===== src/rtl/mips_mc_control.sv =====
// Multicycle MIPS control FSM: sequences fetch/decode/execute/writeback and drives
// the ALU select, operand muxes and datapath strobes for one instruction at a time.
module mips_mc_control #(
    parameter bit MUL_EN = 1'b1
) (
    input  logic       clk,
    input  logic       rst,
    input  logic [5:0] opcode,
    input  logic [5:0] funct,
    input  logic       zero,
    output logic       pc_en,
    output logic [1:0] pc_src,
    output logic       iord,
    output logic       mem_write,
    output logic       ir_write,
    output logic       reg_dst,
    output logic       mem_to_reg,
    output logic       reg_write,
    output logic [1:0] alu_src_a,
    output logic [1:0] alu_src_b,
    output logic       ext_sel,
    output logic [3:0] alu_sel,
    output logic       illegal,
    output logic       instr_done,
    output logic [3:0] state
);

    typedef enum logic [3:0] {
        FETCH     = 4'd0,
        DECODE    = 4'd1,
        MEM_ADDR  = 4'd2,
        MEM_READ  = 4'd3,
        MEM_WB    = 4'd4,
        MEM_WRITE = 4'd5,
        R_EXEC    = 4'd6,
        R_WB      = 4'd7,
        BRANCH    = 4'd8,
        I_EXEC    = 4'd9,
        I_WB      = 4'd10,
        JUMP      = 4'd11
    } state_t;

    typedef struct packed {
        logic       pc_en;
        logic [1:0] pc_src;
        logic       iord;
        logic       mem_write;
        logic       ir_write;
        logic       reg_dst;
        logic       mem_to_reg;
        logic       reg_write;
        logic [1:0] a;
        logic [1:0] b;
        logic       ext;
        logic [3:0] sel;
        logic       illegal;
        logic       done;
    } ctrl_t;

    localparam logic [5:0] OP_RTYPE = 6'b000000;
    localparam logic [5:0] OP_LW    = 6'b100011;
    localparam logic [5:0] OP_SW    = 6'b101011;
    localparam logic [5:0] OP_BEQ   = 6'b000100;
    localparam logic [5:0] OP_BNE   = 6'b000101;
    localparam logic [5:0] OP_J     = 6'b000010;

    state_t state_q;
    state_t next_state;
    ctrl_t  ctrl_q;
    logic   live;
    logic   dec_bad;

    function automatic state_t decode_target(input logic [5:0] op);
        case (op)
            OP_RTYPE:                 return R_EXEC;
            OP_LW, OP_SW:             return MEM_ADDR;
            OP_BEQ, OP_BNE:           return BRANCH;
            OP_J:                     return JUMP;
            6'b001000, 6'b001100, 6'b001101,
            6'b001010, 6'b001111:     return I_EXEC;
            default:                  return FETCH;
        endcase
    endfunction

    // Returns {unknown_funct, alu_sel}.
    function automatic logic [4:0] r_decode(input logic [5:0] fn);
        case (fn)
            6'b100000: return 5'b0_0000;
            6'b100010: return 5'b0_0111;
            6'b100100: return 5'b0_0001;
            6'b100101: return 5'b0_0010;
            6'b100111: return 5'b0_0011;
            6'b101010: return 5'b0_0100;
            6'b000000: return 5'b0_0101;
            6'b000010: return 5'b0_0110;
            6'b011000: return MUL_EN ? 5'b0_1000 : 5'b1_0000;
            default:   return 5'b1_0000;
        endcase
    endfunction

    // Returns {ext_sel, alu_sel}.
    function automatic logic [4:0] i_decode(input logic [5:0] op);
        case (op)
            6'b001100: return 5'b1_0001;
            6'b001101: return 5'b1_0010;
            6'b001010: return 5'b0_0100;
            6'b001111: return 5'b0_1001;
            default:   return 5'b0_0000;
        endcase
    endfunction

    function automatic ctrl_t outs_for(input state_t s, input logic [5:0] op, input logic [5:0] fn);
        ctrl_t      c;
        logic [4:0] rd;
        logic [4:0] id;
        logic       is_shift;
        c        = '0;
        rd       = r_decode(fn);
        id       = i_decode(op);
        is_shift = (fn == 6'b000000) || (fn == 6'b000010);
        case (s)
            FETCH:     begin c.ir_write = 1'b1; c.pc_en = 1'b1; c.b = 2'b01; end
            DECODE:    c.b = 2'b11;
            MEM_ADDR:  begin c.a = 2'b01; c.b = 2'b10; end
            MEM_READ:  c.iord = 1'b1;
            MEM_WB:    begin c.mem_to_reg = 1'b1; c.reg_write = 1'b1; c.done = 1'b1; end
            MEM_WRITE: begin c.iord = 1'b1; c.mem_write = 1'b1; c.done = 1'b1; end
            R_EXEC: begin
                c.a       = is_shift ? 2'b10 : 2'b01;
                c.b       = is_shift ? 2'b10 : 2'b00;
                c.sel     = rd[3:0];
                c.illegal = rd[4];
            end
            R_WB: begin
                c.reg_dst   = 1'b1;
                c.sel       = rd[3:0];
                c.reg_write = !rd[4];
                c.done      = 1'b1;
            end
            BRANCH:    begin c.a = 2'b01; c.sel = 4'b0111; c.pc_src = 2'b01; c.done = 1'b1; end
            I_EXEC:    begin c.a = 2'b01; c.b = 2'b10; c.ext = id[4]; c.sel = id[3:0]; end
            I_WB:      begin c.reg_write = 1'b1; c.sel = id[3:0]; c.done = 1'b1; end
            JUMP:      begin c.pc_src = 2'b10; c.pc_en = 1'b1; c.done = 1'b1; end
            default:   c = '0;
        endcase
        return c;
    endfunction

    always_comb begin
        next_state = FETCH;
        case (state_q)
            FETCH:    next_state = DECODE;
            DECODE:   next_state = decode_target(opcode);
            MEM_ADDR: next_state = (opcode == OP_LW) ? MEM_READ : MEM_WRITE;
            MEM_READ: next_state = MEM_WB;
            R_EXEC:   next_state = R_WB;
            I_EXEC:   next_state = I_WB;
            default:  next_state = FETCH;
        endcase
    end

    // Outputs are registered from the state being entered; funct/opcode are already valid then.
    always_ff @(posedge clk) begin
        if (rst) begin
            state_q <= FETCH;
            ctrl_q  <= outs_for(FETCH, opcode, funct);
        end else begin
            state_q <= next_state;
            ctrl_q  <= outs_for(next_state, opcode, funct);
        end
    end

    // The opcode only lands in the IR at the end of FETCH, so the DECODE trap is combinational.
    assign live    = !rst && (state_q <= JUMP);
    assign dec_bad = (state_q == DECODE) && (decode_target(opcode) == FETCH);

    assign pc_en      = live && ((state_q == BRANCH) ? ((opcode == OP_BEQ) ? zero : !zero) : ctrl_q.pc_en);
    assign ir_write   = live && ctrl_q.ir_write;
    assign mem_write  = live && ctrl_q.mem_write;
    assign reg_write  = live && ctrl_q.reg_write;
    assign illegal    = live && (ctrl_q.illegal || dec_bad);
    assign instr_done = live && (ctrl_q.done || dec_bad);
    assign pc_src     = ctrl_q.pc_src;
    assign iord       = ctrl_q.iord;
    assign reg_dst    = ctrl_q.reg_dst;
    assign mem_to_reg = ctrl_q.mem_to_reg;
    assign alu_src_a  = ctrl_q.a;
    assign alu_src_b  = ctrl_q.b;
    assign ext_sel    = ctrl_q.ext;
    assign alu_sel    = ctrl_q.sel;
    assign state      = state_q;

endmodule


===== config.mk =====
export PLATFORM = sky130hd
export DESIGN_NAME = mips_mc_control
export DESIGN_NICKNAME = d
export VERILOG_FILES = /design/src/rtl/mips_mc_control.sv
export SDC_FILE = /design/constraint.sdc
export NUM_CORES = 1
export LEC_CHECK = 0
export BUFFER_PORTS_ARGS = -buffer_cell sky130_fd_sc_hd__buf_2
export CORE_MARGIN = 2
export CORE_UTILIZATION = 40
export CTS_BUF_LIST = sky130_fd_sc_hd__clkbuf_2
export CTS_CLUSTER_SIZE = 10
export DETAILED_ROUTE_END_ITERATION = 7
export PLACE_DENSITY = 0.7
export SLEW_MARGIN = 30
export SYNTH_ARGS = -nofsm -noshare
export SYNTH_HDL_FRONTEND = slang
export SYNTH_SLANG_ARGS = --single-unit

===== constraint.sdc =====
create_clock -name clk -period 2 [get_ports clk]
set_input_delay 0.2 -clock clk [delete_from_list [all_inputs] [get_ports clk]]
set_output_delay 0.2 -clock clk [all_outputs]
set_load 0.005 [all_outputs]

* After elaboration in Yosys (flattened, before gate mapping)
Index checks and enable logic that the tools add are counted.
** Cells by class
- Order comparisons :: 1
- Equal/unequal tests :: 35
- Multiplexer cells :: 22
- Bitwise logic cells :: 2
- Reductions and logical operators :: 32
** Operator list (number)
- $eq 6x6->1 const B :: 8
- $pmux 5 s9 :: 1
- $eq 6x4->1 const B :: 5
- $eq 4x4->1 const B :: 6
- $pmux 4 s6 :: 1
- $eq 4x3->1 const B :: 5
- $pmux 4 s5 :: 1
- $pmux 5 s4 :: 1
- $reduce_or 2->1 :: 10
- $eq 4x2->1 const B :: 4
- $eq 6x2->1 const B :: 2
- $eq 6x3->1 const B :: 2
- $logic_not 4->1 :: 3
- $logic_not 6->1 :: 2
- $pmux 4 s3 :: 1
- $mux 1 :: 9
- $eq 4x1->1 const B :: 2
- $logic_and 1x1->1 :: 8
- $pmux 2 s2 :: 2
- $pmux 2 s4 :: 1
- $eq 6x5->1 const B :: 1
- $reduce_or 6->1 :: 1
- $mux 5 :: 1
- $reduce_or 5->1 :: 1
- 8 further kinds :: 14
** Word-level totals
- Bits in registers :: 24
- Input port bits :: 15
- Output and inout port bits :: 24
- Word-level logic and storage cells :: 107

* Depth between registers and ports, before layout
- Depth in word-level cells :: 7
- Gate-level depth with buffers :: 8
- Mapped depth without buffers :: 6

* Least setup slack after synthesis
OpenSTA, ideal clock, no wires.
- Kind :: register to register
- Start point :: register state_q[3], in the netlist state[3]
- End point :: register ctrl_q, in the netlist alu_sel[3]
- Library setup time :: 0.070 ns
- Data arrival time :: 1.820 ns
- Data required time :: 1.930 ns
- Path slack :: 0.110 ns
- Cell stages (with the launch flop) :: 8
- Path buffers :: 1
- Path through :: dfxtp_1 > buf_2 > nor4bb_2 > a21o_1 > a221o_1 > o31a_1 > or3_1 > a21oi_1
** Between the ends
- Longest elaborated chain between the ends :: 5
- Elaborated cells on any way between the ends :: 15
- Classes of those cells :: eq/ne (10); mux (2); reduce/logical (3)
** RTL lines
- from (decl) :: line 67 : state_t state_q;
- from (signal assigned) :: line 168 : state_q <= next_state;
- $eq 4x4->1, or another cell as far along :: line 151 : case (state_q)
- $pmux 4 s6 (*) :: line 151
- $eq 4x4->1 / $eq 4x3->1 (equally long branches) :: line 121 : case (s)
- $reduce_or 2->1 (no line)
- $pmux 4 s3 (*) :: line 121
- to (signal assigned) :: line 166 : ctrl_q <= outs_for(FETCH, opcode, funct);
- to (signal assigned) :: line 169 : ctrl_q <= outs_for(next_state, opcode, funct);
- to (decl) :: line 69 : ctrl_t ctrl_q;
Mark *: on every way between the ends. The rest lies on a longest branch, timed or not.
A chain may end at the register's enable or synchronous reset.

* Worst setup path in the final report
- Start point :: register state_q[2], in the netlist state[2]
- End point :: register ctrl_q, in the netlist alu_sel[3]
Same word-level chain as after synthesis.

==> results.md <==
- The run finished with clean final reports.
- The maximum number of pins on one net before global-route repair is 19.
- The standard cell core area is 3390 µm².
- The worst-margin pin slew is 479 ps.
- Static timing analysis puts the maximum clock frequency at 0.524 GHz.
- The antenna diode count is 0.
- The post-synthesis cell area is 1430 µm².
- Of the synthesized area, sequential elements account for 33.6%.
- The worst hold margin is 156 ps.
- The leading area contributor after synthesis is dfxtp_1.
- The gate count after technology mapping is 178.
- For this block, the via count after detailed routing is 1,391.
- In this run the critical register-to-register path is captured at alu_sel[3].
- The endpoint kind of the worst setup timing path is a flip-flop.
- On the final layout, the worst clock skew is 12.1 ps.
- The ratio of final minimum period to clock period is 95.3%.
- The die is 63.8 µm wide.
- The total power consumption of the routed design is 858 µW.
- The number of antenna violations at the first check in global routing was 0.
- The top-level I/O count is 39.
- The via count of the first global-routing pass is 1,226.
- The count of clock tree sinks is 24.
- Wires add up to 3280 µm.
- The number of warnings reported in the yosys synthesis log is 0.
- The hold path startpoint is opcode[2].
- The count of flip-flops with a built-in enable after synthesis is 0.
- The standby leakage power is 0.722 nW.
- More flip-flops sit in one register than any other, and that register is ctrl_q.
- The normalized max-slew margin is 68.1%.
- The number of endpoints with negative hold slack in the final report is 0.
- In the routed layout, each cell is associated on average with a via count of 5.43.
- The net count after synthesis is 193.
- The count of nets left with antenna violations once routing finished came out at 0.
- The average wire length per cell after detail routing is 12.8 µm.
- The count of buffers inserted at the top-level ports is 38.
- The fraction of registers with async set/reset is 0%.
- The cell depth of the worst hold path is 2.
- Each instance of the synthesized netlist takes up on average 8.03 µm².
- The minimum clock period is 1910 ps.
- Summed over all nets, the half-perimeter wirelength after detailed placement is 2510 µm.
- The register with the most flip-flops in the layout has 6 of them.
- For the worst flop-to-flop path, the logic depth is 6.
- For this configuration, the core starts out at a cell density of 42.2%.
- Setup repair after global routing could not meet its margin everywhere.
- For hold timing, the worst endpoint is ctrl_q[1].
- The first global-routing pass estimated 5400 µm of wire.
- The count of final max-slew check failures is 0.
- The number of H-tree levels is 1.
- For this design the ratio of total power to cell area is 508 nW/µm².
- The number of maximum-capacitance constraint violations is 0.
- The number of setup violations in the final report is 0.
- The overall routing resource usage is 16.4%.
- In this run the register-to-register setup slack is 90 ps.
- The startpoint-to-endpoint class of the critical path is flip-flop to flip-flop.
- The post-detailed-route DRC marker count is 0.
- The tree is rooted in a clkbuf_2.
- The most used standard cell by instance count after synthesis is dfxtp_1.
- The hold-fix buffer count after cts is 0.
- Ranked by total cell area, the synthesized netlist is headed by dfxtp_1, buf_4, nand2_1.
- The commonest cells after synthesis are dfxtp_1, nand2_1, nor2_1.
- The data required time at the worst endpoint is 2270 ps.
- The total congestion overflow is 0.
- The start of the worst register-to-register path is state[2].
- The worst-skew pair later-pin latency is 330 ps.
- The row count is 21.
- The clock transition time at the flip-flop clock pins of the worst setup and hold paths is 210 ps.
- STA classifies the critical path startpoint as a flip-flop.
- At the end of the flow the core is filled with cells to 49.9%.
- The congestion estimate from routability-driven global placement came to 0.851.
- Clock tree synthesis inserted a total of 3 buffers.
- The detailed router finished its first iteration with 42 violations.
- The total area of sequential cells is 488 µm².
- The area share of the leading cell type in the synthesized netlist is 33.6%.
- The die covers 4070 µm².
- The final-layout fill cell count is 344.
- From bottom edge to top edge, the die measures 63.8 µm.
- The area growth from synthesis to layout is 18.2%.
- The number of distinct library cells after synthesis is 50.
- In the final layout, the multi-input gates occupy 827 µm².
- The post-route netlist has 32.4% of its cells at a drive strength greater than 1.
- The most used flip-flop cell after synthesis is dfxtp_1.
- The first TritonRoute pass finished after 4 iterations.
- Counting along the longest clock path gives a buffer depth of 2.
- In the final design database the tool counted 226 nets.
- The worst-case IR drop observed on VDD is 168 µV.
- The largest driver fanout on the critical path is 6.
- The CTS tree is built.
- At the worst endpoint, the arrival time is 2180 ps.
- The tightest min-delay check is of the input pin to flip-flop type.
- The number of storage elements in the synthesis netlist is 24.
==> worst max-delay path, stage by stage, from the launching register on <==
cell     delay [ps]
dfxtp_4         420
nor4b_4         400
nand2_1         100
a21o_1          190
o31a_1          290
or3_1           300
a21oi_1         140
==> cells by family (layout without fill, tap and decap cells) <==
group                    count (synthesis)  count (layout)  synth area share [%]
XOR/XNOR                                 3               3                  1.84
adder cells (fa/ha/maj)                  1               1                 0.700
AO/OA/AOI/OAI                           43              43                  20.9
flip-flops                              24              24                  33.6
buffers and inverters                   26              58                  10.3
AND/OR/NAND/NOR                         81              81                  32.6
==> worst max path at each step <==
stage                     startpoint    endpoint
after floorplan             state[3]  alu_sel[3]
after global placement      state[0]  alu_sel[3]
after detailed placement    state[1]  alu_sel[3]
after CTS                   state[0]     illegal
after global routing        state[2]     illegal
final                       state[2]  alu_sel[3]
==> cell type report <==
cell class,count,area share (%)
inverters,3,0.666
multi-input cells,128,48.9
well taps,46,3.40
clock inverters,1,0.222
flip-flops and latches,24,28.9
clock buffers,3,0.888
repair buffers,51,17.0
==> layer usage <==
metal,GRT usage (%),up-vias,part of all wire [%]
met5,0,-,0
met4,5.71,0,1.2
met3,1.58,4,4.3
met2,26.7,46,47
met1,22.7,643,48
li1,-,698,-
==> power by group <==
group | switching, mW | internal (mW)
Combinational | 0.103 | 0.0784
Sequential | 0.00797 | 0.490
Clock | 0.135 | 0.0435
==> repair_timing <==
action / CTS / global route
endpoints found under the setup margin: 2 / 13
setup buffers: 0 / 1
pin swaps: 0 / 1
gates resized for setup: 1 / 9
==> per-stage QoR <==
step / setup TNS, ps / worst slack (ps) / area (µm²) / instances
after floorplan: 0 / 110 / 1430 / 178
after global placement: 0 / 61.3 / 1630 / 251
after detailed placement: 0 / 92.8 / 1630 / 251
after CTS: 0 / 33.5 / 1660 / 255
after global routing: -11.6 / -11.6 / 1690 / 256
final: 0 / 93.4 / 1690 / 256
==> cells in the final DEF (no fill, tap or decap), drive strengths merged, types with 4 or more instances in the layout <==
cell type,instances
nand2,16
dfxtp,24
nand3,9
buf,51
a21boi,5
o21ai,4
nor4,6
and2,5
nor2,16
nor3,7
nor3b,4
a21oi,9
(Power assumes the default switching activity.)
